--- config.mk ---
export PLATFORM = sky130hd
export DESIGN_NAME = cache_tagv_ctrl
export DESIGN_NICKNAME = d
export VERILOG_FILES = /design/src/rtl/cache_pkg.sv /design/src/rtl/cache_tag_cmp.sv /design/src/rtl/cache_tagv_ctrl.sv
export SDC_FILE = /design/constraint.sdc
export NUM_CORES = 1
export LEC_CHECK = 0
export ABC_CLOCK_PERIOD_IN_PS = 1890
export BUFFER_PORTS_ARGS = -buffer_cell sky130_fd_sc_hd__buf_4
export CAP_MARGIN = 20
export CORE_MARGIN = 2
export CORE_UTILIZATION = 41
export CTS_CLUSTER_DIAMETER = 150
export DETAILED_ROUTE_END_ITERATION = 10
export GPL_ROUTABILITY_DRIVEN = 0
export PLACE_DENSITY = 0.79
export SLEW_MARGIN = 20
export SYNTH_ARGS = -nofsm -noshare
export SYNTH_HDL_FRONTEND = slang
export SYNTH_SLANG_ARGS = --single-unit
--- constraint.sdc ---
create_clock -name clk -period 1.89 [get_ports clk]
set_clock_uncertainty 0.1 [all_clocks]
set_input_delay 0.189 -clock clk [delete_from_list [all_inputs] [get_ports clk]]
set_output_delay 0.189 -clock clk [all_outputs]
set_load 0.005 [all_outputs]
--- src/rtl/cache_pkg.sv ---
// Shared types and constants for the direct-mapped cache tag/valid controller.
package cache_pkg;
    localparam int ADDR_W         = 32;
    localparam int OFFSET_W       = 4;
    localparam int INDEX_W        = 5;
    localparam int TAG_W          = ADDR_W - INDEX_W - OFFSET_W;
    localparam int TAGV_VALID_BIT = TAG_W;

    typedef enum logic [3:0] {
        IDLE      = 4'd0,
        LOOKUP    = 4'd1,
        INV_PROBE = 4'd2,
        MISS_REQ  = 4'd3,
        MISS_WAIT = 4'd4,
        REFILL_WR = 4'd5,
        INV_WR    = 4'd6,
        RESP      = 4'd7,
        FLUSH     = 4'd8
    } state_e;

    function automatic logic [INDEX_W-1:0] addr_index(input logic [ADDR_W-1:0] addr);
        return addr[OFFSET_W +: INDEX_W];
    endfunction

    function automatic logic [TAG_W-1:0] addr_tag(input logic [ADDR_W-1:0] addr);
        return addr[ADDR_W-1 -: TAG_W];
    endfunction
endpackage

--- src/rtl/cache_tag_cmp.sv ---
// Combinational hit detect of one {valid, tag} entry against a lookup tag.
module cache_tag_cmp
    import cache_pkg::*;
(
    input  logic [TAG_W:0]   entry,
    input  logic [TAG_W-1:0] tag,
    output logic             hit
);
    assign hit = entry[TAGV_VALID_BIT] && (entry[TAG_W-1:0] == tag);
endmodule

--- src/rtl/cache_tagv_ctrl.sv ---
// Tag/valid array sequencer: lookups, miss refill handshake, invalidation probes, flush.
// Build option TAGV_READ_DELAY_EN: tag array read data lags its address by one cycle.
module cache_tagv_ctrl
    import cache_pkg::*;
(
    input  logic               clk,
    input  logic               rst_n,
    input  logic               cpu_req_valid,
    output logic               cpu_req_ready,
    input  logic [ADDR_W-1:0]  cpu_req_addr,
    output logic               cpu_rsp_valid,
    output logic               cpu_rsp_hit,
    input  logic               inval_valid,
    output logic               inval_ready,
    input  logic [ADDR_W-1:0]  inval_addr,
    input  logic               flush,
    output logic               flush_busy,
    output logic               mem_req,
    output logic [ADDR_W-1:0]  mem_addr,
    input  logic               mem_gnt,
    input  logic               mem_done,
    output logic [INDEX_W-1:0] tag_a,
    output logic [INDEX_W-1:0] tag_a_2,
    output logic [TAG_W:0]     tag_d,
    output logic               tag_we,
    input  logic [TAG_W:0]     tag_spo,
    input  logic [TAG_W:0]     tag_spo_2,
    output state_e             state_dbg
);
    state_e             state_q, state_d;
    logic [ADDR_W-1:0]  cpu_addr_q, inv_addr_q;
    logic [ADDR_W-1:0]  cmp_addr_1, cmp_addr_2;
    logic [INDEX_W-1:0] flush_cnt_q;
    logic               rsp_hit_q, rsp_hit_d;
    logic               hit_1, hit_2;
    logic               cpu_accept, inv_accept;
    logic               unused_offset_bits;

    // valid/ready: a request transfers on the rising edge where both are high; ready is
    // only raised in IDLE outside reset, and an inval request withdraws CPU readiness.
    assign cpu_accept = cpu_req_valid && cpu_req_ready;
    assign inv_accept = inval_valid && inval_ready;

`ifdef TAGV_READ_DELAY_EN
    assign cmp_addr_1 = cpu_addr_q;
    assign cmp_addr_2 = inv_addr_q;
`else
    assign cmp_addr_1 = cpu_req_addr;
    assign cmp_addr_2 = inval_addr;
`endif

    cache_tag_cmp u_cmp_1 (.entry(tag_spo),   .tag(addr_tag(cmp_addr_1)), .hit(hit_1));
    cache_tag_cmp u_cmp_2 (.entry(tag_spo_2), .tag(addr_tag(cmp_addr_2)), .hit(hit_2));

    assign unused_offset_bits = ^{cpu_req_addr[OFFSET_W-1:0], inval_addr[OFFSET_W-1:0],
                                  cpu_addr_q[OFFSET_W-1:0], inv_addr_q[OFFSET_W-1:0]};
    assign state_dbg = state_q;

    always_ff @(posedge clk) begin
        if (!rst_n) begin
            state_q     <= IDLE;
            cpu_addr_q  <= '0;
            inv_addr_q  <= '0;
            flush_cnt_q <= '0;
            rsp_hit_q   <= 1'b0;
        end else begin
            state_q   <= state_d;
            rsp_hit_q <= rsp_hit_d;
            if (cpu_accept) cpu_addr_q <= cpu_req_addr;
            if (inv_accept) inv_addr_q <= inval_addr;
            flush_cnt_q <= (state_q == FLUSH) ? flush_cnt_q + INDEX_W'(1) : '0;
        end
    end

    always_comb begin
        state_d   = state_q;
        rsp_hit_d = rsp_hit_q;
        unique case (state_q)
            IDLE: begin
                if (flush) begin
                    state_d = FLUSH;
                end else if (inval_valid) begin
`ifdef TAGV_READ_DELAY_EN
                    state_d = INV_PROBE;
`else
                    state_d = hit_2 ? INV_WR : IDLE;
`endif
                end else if (cpu_req_valid) begin
`ifdef TAGV_READ_DELAY_EN
                    state_d = LOOKUP;
`else
                    state_d   = hit_1 ? RESP : MISS_REQ;
                    rsp_hit_d = hit_1;
`endif
                end
            end
            LOOKUP: begin
                state_d   = hit_1 ? RESP : MISS_REQ;
                rsp_hit_d = hit_1;
            end
            INV_PROBE: state_d = hit_2 ? INV_WR : IDLE;
            MISS_REQ:  if (mem_gnt)  state_d = MISS_WAIT;
            MISS_WAIT: if (mem_done) state_d = REFILL_WR;
            REFILL_WR: begin
                state_d   = RESP;
                rsp_hit_d = 1'b0;
            end
            INV_WR:    state_d = IDLE;
            RESP:      state_d = IDLE;
            FLUSH:     if (flush_cnt_q == '1) state_d = IDLE;
            default:   state_d = IDLE;
        endcase
    end

    always_comb begin
        cpu_req_ready = rst_n && (state_q == IDLE) && !flush && !inval_valid;
        inval_ready   = rst_n && (state_q == IDLE) && !flush;
        cpu_rsp_valid = (state_q == RESP);
        cpu_rsp_hit   = (state_q == RESP) && rsp_hit_q;
        flush_busy    = (state_q == FLUSH);
        mem_req       = (state_q == MISS_REQ);
        mem_addr      = {cpu_addr_q[ADDR_W-1:OFFSET_W], {OFFSET_W{1'b0}}};
        tag_we        = 1'b0;
        tag_d         = '0;
        tag_a         = addr_index(cpu_req_addr);
        tag_a_2       = (state_q == INV_PROBE) ? addr_index(inv_addr_q) : addr_index(inval_addr);
        case (state_q)
            FLUSH: begin
                tag_a  = flush_cnt_q;
                tag_we = 1'b1;
            end
            REFILL_WR: begin
                tag_a  = addr_index(cpu_addr_q);
                tag_we = 1'b1;
                tag_d  = {1'b1, addr_tag(cpu_addr_q)};
            end
            INV_WR: begin
                tag_a  = addr_index(inv_addr_q);
                tag_we = 1'b1;
            end
            LOOKUP:  tag_a = addr_index(cpu_addr_q);
            default: ;
        endcase
    end
endmodule

== Yosys cells after proc, flatten, opt, wreduce, memory -nomap -nowiden ==
Cells that the tools add are included.
Operators by class
  add/sub/neg operators: 1
  equal/unequal tests: 18
  mux-type cells: 17
  reduce and logical (&&, ||, !) cells: 17
Operator list (number)
  $eq 23x23->1: 2
  $pmux 4 s7: 1
  $mux 24: 1
  $mux 4: 6
  $eq 4x3->1 const B: 4
  $pmux 5 s3: 1
  $eq 4x2->1 const B: 2
  $logic_and 1x1->1: 8
  $ne 2x2->1 const B: 4
  $reduce_and 4->1: 2
  $mux 3: 2
  $add 5x1->5 const B: 1
  $eq 5x5->1 const B: 1
  $mux 5: 1
  $eq 4x1->1 const B: 1
  $eq 4x4->1 const B: 1
  $logic_not 4->1: 1
  $mux 1: 4
  $ne 2x1->1 const B: 2
  $ne 4x4->1 const B: 1
  $pmux 1 s3: 1
  $reduce_bool 3->1: 1
  $reduce_or 3->1: 1
  $logic_not 1->1: 2
  other kinds (2): 2
Word-level totals
  flip-flop bits (word level): 51
  output and inout port bits: 77

== Longest topological paths before layout ==
Gate-level depths: netlist (run 1).
  depth after elaboration: 7
  gate-level depth with buffers: 7
  gate-level depth less buffers: 5

== Modules after synthesis ==
From an unflattened synthesis (run 1), not the netlist that was laid out.
Unflattened totals
  cells, all modules: 340
  area, all modules: 2849.0 um^2
Modules (own cells, without submodules)
  cache_tagv_ctrl: instances 1, cells each 278, area each 2338.5 um^2
  cache_tag_cmp: instances 2, cells each 31, area each 255.2 um^2

== Worst setup path before layout (run 1) ==
No wires, ideal clock.
  path kind: register -> register
  start: reg state_q[2] (netlist: state_dbg[2])
  end: reg state_q[2] (netlist: state_dbg[2])
  setup time: 0.131 ns
  arrival time: 1.477 ns
  data required time: 1.659 ns
  path slack: 0.182 ns
  stages on the path, launching flop included: 7
  buffers on the path: 1
  clock period less this slack: 1.708 ns
  cell sequence: dfxtp_1 buf_6 or3_4 nor3_1 a211oi_1 o21ai_0 o311ai_1
On the way
  longest elaborated chain between the ends: 3
  elaborated cells on any way between the ends: 13
Ends and longest elaborated chain
  from (decl): line cache_tagv_ctrl.sv:30  | state_e state_q, state_d;
  from (signal assigned): line cache_tagv_ctrl.sv:67  | state_q <= state_d;
  $eq 4x3->1 (tied with other cells): line cache_tagv_ctrl.sv:78  | unique case (state_q)
  $ne 2x2->1 (no source line) (tied with other cells)
  $reduce_and 4->1 (no source line)
Several ways; a longest one is shown, not always the timed one.
A chain may end at the register's enable or synchronous reset.

== Worst setup path after layout (run 1) ==
  start: reg state_q[2] (netlist: state_dbg[2])
  end: out tag_a[1]
On the way
  longest elaborated chain between the ends: 3
  elaborated cells on any way between the ends: 6
Ends and longest elaborated chain
  $eq 4x1->1 / $eq 4x3->1 (equally long branches): line cache_tagv_ctrl.sv:127  | case (state_q)
  $reduce_or 2->1 (no source line)
  $pmux 5 s3 (*): line cache_tagv_ctrl.sv:127
  to (decl): line cache_tagv_ctrl.sv:22  | output logic [INDEX_W-1:0] tag_a,
Mark *: on every way between the ends. The rest lies on a longest branch, timed or not.

==> results of run 1 <==
==> report_power, final <==
part / switching (mW) / internal (mW)
Sequential: 0.0329 / 0.939
Combinational: 0.290 / 0.393
Clock: 0.312 / 0.428
==> layout by cell type (no fill, tap or decap), types with 8 or more instances in the layout <==
| cell type | synthesis | routed |
|---|---|---|
| buf_6 | 1 | 10 |
| buf_4 | 4 | 189 |
| nand4_1 | 12 | 12 |
| o21ai_0 | 9 | 8 |
| nand2_1 | 72 | 71 |
| dfxtp_1 | 43 | 40 |
| a21oi_1 | 34 | 33 |
| nor2_1 | 23 | 19 |
| and2_1 | 26 | 25 |
| xnor2_1 | 42 | 42 |
==> flip-flops by register name (all words and copies together) (netlist names) <==
| signal | count |
|---|---|
| state_dbg | 4 |
| rsp_hit_q | 1 |
| flush_cnt_q | 5 |
| cpu_addr_q | 28 |
| inv_addr_q | 5 |
==> routing by layer <==
metal | global-route usage (%) | wire (um) | share of wire, %
met1 | 29.6 | 3660 | 39
met2 | 43.2 | 4930 | 53
met3 | 4.72 | 490 | 5.3
met4 | 7.50 | 207 | 2.2
met5 | 0 | 0 | 0
==> layout make-up <==
| cell class | instances | area share [%] |
|---|---|---|
| sequential | 43 | 19.4 |
| tap | 77 | 2.16 |
| multi-input combinational | 282 | 39.8 |
| clock buffer | 6 | 1.85 |
| inverter | 4 | 0.336 |
| clock inverter | 2 | 0.784 |
| timing repair buffer | 203 | 35.6 |
==> per-stage QoR <==
stage	cells	total power, mW	hold slack [ns]
4_1_cts	616	2.39	0.000512
2_1_floorplan	350	1.25	0.198
3_3_place_gp	604	1.61	0.293
3_5_place_dp	604	1.62	0.300
6_report	617	2.40	0.00385
5_1_grt	617	2.51	0.0112
==> worst min-delay path: stages <==
cell and delay (ns):
buf_4 0.08, nand2_1 0.04, o21ai_0 0.05
==> path summary, 6_finish.rpt <==
kind / startpoint / to / slack (ns) / cells past startpoint
worst max register to register: state_dbg[0] / state_dbg[0] / 0.08 / 7
worst min-delay path: inval_addr[8] / inv_addr_q[8] / 0.004 / 3
worst max-delay path: state_dbg[2] / tag_a[1] / -0.08 / 5
worst min register to register: cpu_addr_q[17] / cpu_addr_q[17] / 0.37 / 2
==> logic make-up (layout without fill, tap and decap cells) <==
logic type / count (synthesis) / count (layout) / share of synthesized area [%]
AOI/OAI and AO/OA: 62 / 62 / 14.1
xor gates and xnor gates: 49 / 49 / 16.2
adders and majority gates: 2 / 2 / 0.943
buffers and inverters: 25 / 215 / 4.71
DFF: 43 / 43 / 32.4
muxes: 5 / 5 / 2.12
other: 1 / 4 / 0.141
and+or+nand+nor: 160 / 160 / 29.4
==> timing repair <==
item	CTS	global route
pin swaps	4	4
hold buffers	2	0
cloned	0	1
endpoints found under the setup margin	35	37
buffers inserted	3	0
hold endpoints to repair	2	0
gates resized for setup	27	14
==> results.py, run 1 <==
metrics = {
    "clock_tree": {
        "root_buffer": "clkbuf_8",
        "cts_tree": "yes",
        "cts_buffers": 5,
        "clock_latency_ns": 0.29,
        "cts.sinks": 43,
        "htree_levels": 2,
        "path_clk_slew_ns": 0.08,
        "clock_path_buffers": 2,
    },
    "finish": {
        "drive_gt1_share_pct": 43.3,
        "final_cell_area_sq_mm": 0.00447,
        "nFillCells": 517,
        "final_util_pct": 70.8,
        "ff_latch_area_sq_um": 867,
        "nNetsFinal": 660,
        "multiInputGateArea_sq_mm": 0.00178,
        "antennaDiodeCount": 0,
        "syn_to_final_growth_pct": 68.4,
    },
    "grt": {
        "antenna_found_initial": 0,
        "grt_pass1_vias": 3032,
        "grt_max_degree": 29,
        "overflow": 0,
        "grtUsageTotal_pct": 24.3,
        "grt_pass1_wl_um": 14300,
    },
    "pwr": {
        "ir_drop_mv": 0.505,
        "p_per_area_mw_per_mm2": 536,
        "power_leakage_nw": 1.98,
    },
    "critical_path": {
        "cpMaxStageDelayCell": "or3_4",
        "cp_max_fo": 5,
        "path_buf_inv": 1,
        "path_class": "flop to primary output",
        "start_kind": "flop",
        "path_cells": "or3_4, nor2_4, a21oi_4, a221o_1, buf_4",
        "end_kind": "primary output",
        "max_stage_delay_ns": 0.40,
        "cp_top_family": "simple AND/OR/NAND/NOR gates",
        "worstPathRequired_ns": 1.60,
        "critical_path_arrival_ns": 1.69,
    },
    "sta": {
        "hold_viol_final": 0,
        "finalWorstSetupSlack_ns": -0.0848,
        "fin_crit_sh_pct": 104,
        "period_minus_slack_ns": 1.97,
        "max_slew_margin_pct": 63.2,
        "worstMarginPinSlew_ns": 0.547,
        "max_freq_mhz": 506,
        "setup_viol": 10,
        "drv_slew": 0,
        "grt_setup_unrepaired": "yes",
        "setup_tns_ns": -0.497,
    },
    "route": {
        "via_per_inst": 5.14,
        "vias": 3173,
        "wl_per_cell_um": 15.0,
        "drt_iter0_markers": 193,
        "drc_errors": 0,
        "routed_wirelength_um": 9290,
        "antenna_left": 0,
        "drt_first_pass_iters": 4,
    },
    "logic_synthesis": {
        "synth_cell_types": 39,
        "yosysMostFrequentCell": "nand2_1",
        "async_reset_ff_share_pct": 0,
        "ys_ff_latch": 43,
        "yosysSeqAreaShare_pct": 32.4,
        "synth_top_area_share_pct": 32.4,
        "syn_area_per_cell_sq_um": 7.65,
        "synth_area_leaders": "dfxtp_1 32%, xnor2_1 14%, nand2_1 10%",
        "synth_edf_count": 0,
        "ys_warn_count": 0,
        "syn_area_sq_mm": 0.00265,
        "synth_area_leader_cell": "dfxtp_1",
        "syn_inst": 347,
        "synthTopCellsByCount": "72 x nand2_1, 43 x dfxtp_1, 42 x xnor2_1",
        "ys.flop_type": "dfxtp_1",
    },
    "floorplan": {
        "coreArea_sq_mm": 0.00631,
        "fp.dieArea_sq_mm": 0.00713,
        "die_width_um": 84.5,
        "pin_count": 196,
        "start_util_pct": 42.0,
        "rows": 29,
        "die_y_um": 84.5,
    },
    "placed_design": {
        "placed_area_sq_mm": 0.00416,
        "dp_slack_ns": 0.105,
        "dp_hpwl_um": 7220,
        "port_buffers": 183,
    },
    "flow_run": {
        "maxCapViolations": 0,
    },
    "worst_hold_path": {
        "hold_path_class": "primary input to flop",
    },
    "status": {
        "status": "finished, violations left",
        "violations": "setup timing",
    },
}
Note: power is estimated with default switching activity, not from simulation.
==> run 2, diff against run 1 <==
ABC_CLOCK_PERIOD_IN_PS = 2400   (was 1890)
CORE_UTILIZATION = 44   (was 41)
PLACE_DENSITY = 0.84   (was 0.79)
clock period = 2.4 ns   (was 1.89 ns; I/O delays follow)
==> results.py, run 2 (same netlist as run 1, synthesis figures left out) <==
metrics = {
    "critical_path": {
        "timing.rr.start": "state_dbg[2]",
        "r2r_slack_ns": 0.50,
        "end_kind": "primary output",
        "path_class": "flop to primary output",
        "critical_path_arrival_ns": 1.96,
        "timing.rr.end": "state_dbg[2]",
        "setup.worst_path.start": "state_dbg[2]",
        "cp_max_fo": 10,
        "path_buf_inv": 2,
        "path_cells": "buf_4, or3_4, nor2_1, a21oi_1, a221o_1, buf_4",
        "max_stage_delay_ns": 0.41,
        "worstPathRequired_ns": 2.06,
        "cp.depth": 6,
        "crit_top_cell": "buf_4",
        "start_kind": "flop",
        "cp_top_family": "simple AND/OR/NAND/NOR gates",
        "cpMaxStageDelayCell": "or3_4",
        "cp-endpoint": "tag_a[1]",
        "r2r_cells": 6,
    },
    "clock_tree": {
        "cts_tree": "yes",
        "ctsHoldBuffers": 0,
        "htree_levels": 2,
        "cts.sinks": 43,
        "root_buffer": "clkbuf_8",
        "path_clk_slew_ns": 0.08,
        "cts_buffers": 5,
        "clock_latency_ns": 0.29,
        "clock_path_buffers": 2,
    },
    "sta": {
        "drv_slew": 0,
        "max_freq_mhz": 434,
        "grt_setup_unrepaired": "no",
        "setup_viol": 0,
        "setup_tns_ns": 0,
        "worstMarginPinSlew_ns": 0.852,
        "max_slew_margin_pct": 43.1,
        "period_minus_slack_ns": 2.30,
        "hold_viol_final": 0,
        "fin_crit_sh_pct": 96.0,
    },
    "route": {
        "wl_per_cell_um": 14.8,
        "dr.max_layer_used": "met4",
        "wl_met1_um": 3490,
        "drc_errors": 0,
        "antenna_left": 0,
        "via_per_inst": 5.12,
        "drt_first_pass_iters": 5,
        "route.met3.wl_um": 517,
        "routed_wirelength_um": 8970,
        "vias": 3105,
        "drt_iter0_markers": 136,
        "route.met2.wl_um": 4840,
    },
    "grt": {
        "overflow": 0,
        "grt_pass1_vias": 2940,
        "antenna_found_initial": 0,
        "grtUsageTotal_pct": 25.4,
        "grt_max_degree": 29,
        "grt_pass1_wl_um": 13200,
    },
    "floorplan": {
        "die_width_um": 81.7,
        "rows": 28,
        "start_util_pct": 45.1,
        "fp.dieArea_sq_mm": 0.00667,
        "coreArea_sq_mm": 0.00589,
        "die_y_um": 81.7,
        "pin_count": 196,
    },
    "placed_design": {
        "dp_hpwl_um": 7210,
        "port_buffers": 183,
    },
    "finish": {
        "top_register": "cpu_addr_q",
        "drive_gt1_share_pct": 40.0,
        "layout_common_cells": "195 x buf_4, 72 x nand2_1, 43 x dfxtp_1, 42 x xnor2_1, 34 x a21oi_1",
        "syn_to_final_growth_pct": 59.5,
        "reg_top3": "cpu_addr_q (28), flush_cnt_q (5), inv_addr_q (5)",
        "final_util_pct": 71.9,
        "largest_reg_flops": 28,
        "antennaDiodeCount": 0,
        "layout_commonest_cell": "buf_4",
        "nNetsFinal": 652,
    },
    "pwr": {
        "finalPower_mw": 1.84,
        "power_leakage_nw": 1.89,
        "p_per_area_mw_per_mm2": 434,
        "ir_drop_mv": 0.335,
    },
    "worst_hold_path": {
        "holdPathStages": 3,
        "hold_path_class": "primary input to flop",
    },
    "status": {
        "status": "finished clean",
    },
    "flow_run": {
        "maxCapViolations": 0,
    },
}
## run 2: changes by cell type in the layout (fill, tap and decap cells not counted), moves of 5 or more
cell / change
mux2_4: -5
buf_4: +6
buf_6: -10
mux2_2: +5
## run 2: where the power goes
group | total, mW | leakage [nW] | switching, mW | internal (mW)
registers | 0.760 | 0.349 | 0.0214 | 0.739
logic | 0.492 | 1.48 | 0.212 | 0.280
clock network | 0.584 | 0.0612 | 0.247 | 0.337
## run 2: area by class of cell
type / count / area, sq um
repair buffers: 195 / 1460
multi-input cells: 282 / 1680
well taps: 75 / 93.8
clock buffers: 6 / 82.6
inverters: 4 / 15.0
fillers: 485 / 1650
clock inverters: 2 / 35.0
flip-flops and latches: 43 / 861
## run 2: metrics by stage
step	instances	worst slack, ns	area, sq um	hold slack [ns]
finish	607	0.0960	4230	0.0543
global route	607	0.0298	4230	0.0677
CTS	607	0.0961	4230	0.0529
detailed placement	599	0.103	4110	0.353
global placement	599	0.322	4110	0.343
floorplan	350	0.657	2670	0.249
## run 2: metal layers
layer,GRT usage [%],up-vias
met5,0,-
met4,7.17,0
met3,4.62,14
met2,47.5,108
met1,29.3,1454
li1,-,1529
## run 2: tightest hold or removal path, cell delays in order
cell and delay (ns):
buf_4 0.09, nand2_1 0.04, o21ai_0 0.05
## run 2: how the worst min path moves through the flow
stage,start,endpoint
2_1_floorplan,inval_addr[4],inv_addr_q[4]
3_5_place_dp,inval_addr[6],inv_addr_q[6]
5_1_grt,inval_addr[8],inv_addr_q[8]
6_report,inval_addr[6],inv_addr_q[6]
4_1_cts,inval_addr[6],inv_addr_q[6]
3_3_place_gp,inval_addr[7],inv_addr_q[7]
## run 2: repair_timing
action                     4_1_cts  5_1_grt
setup buffers                    0        0
resized for setup                1        0
setup endpoints to repair       24        0
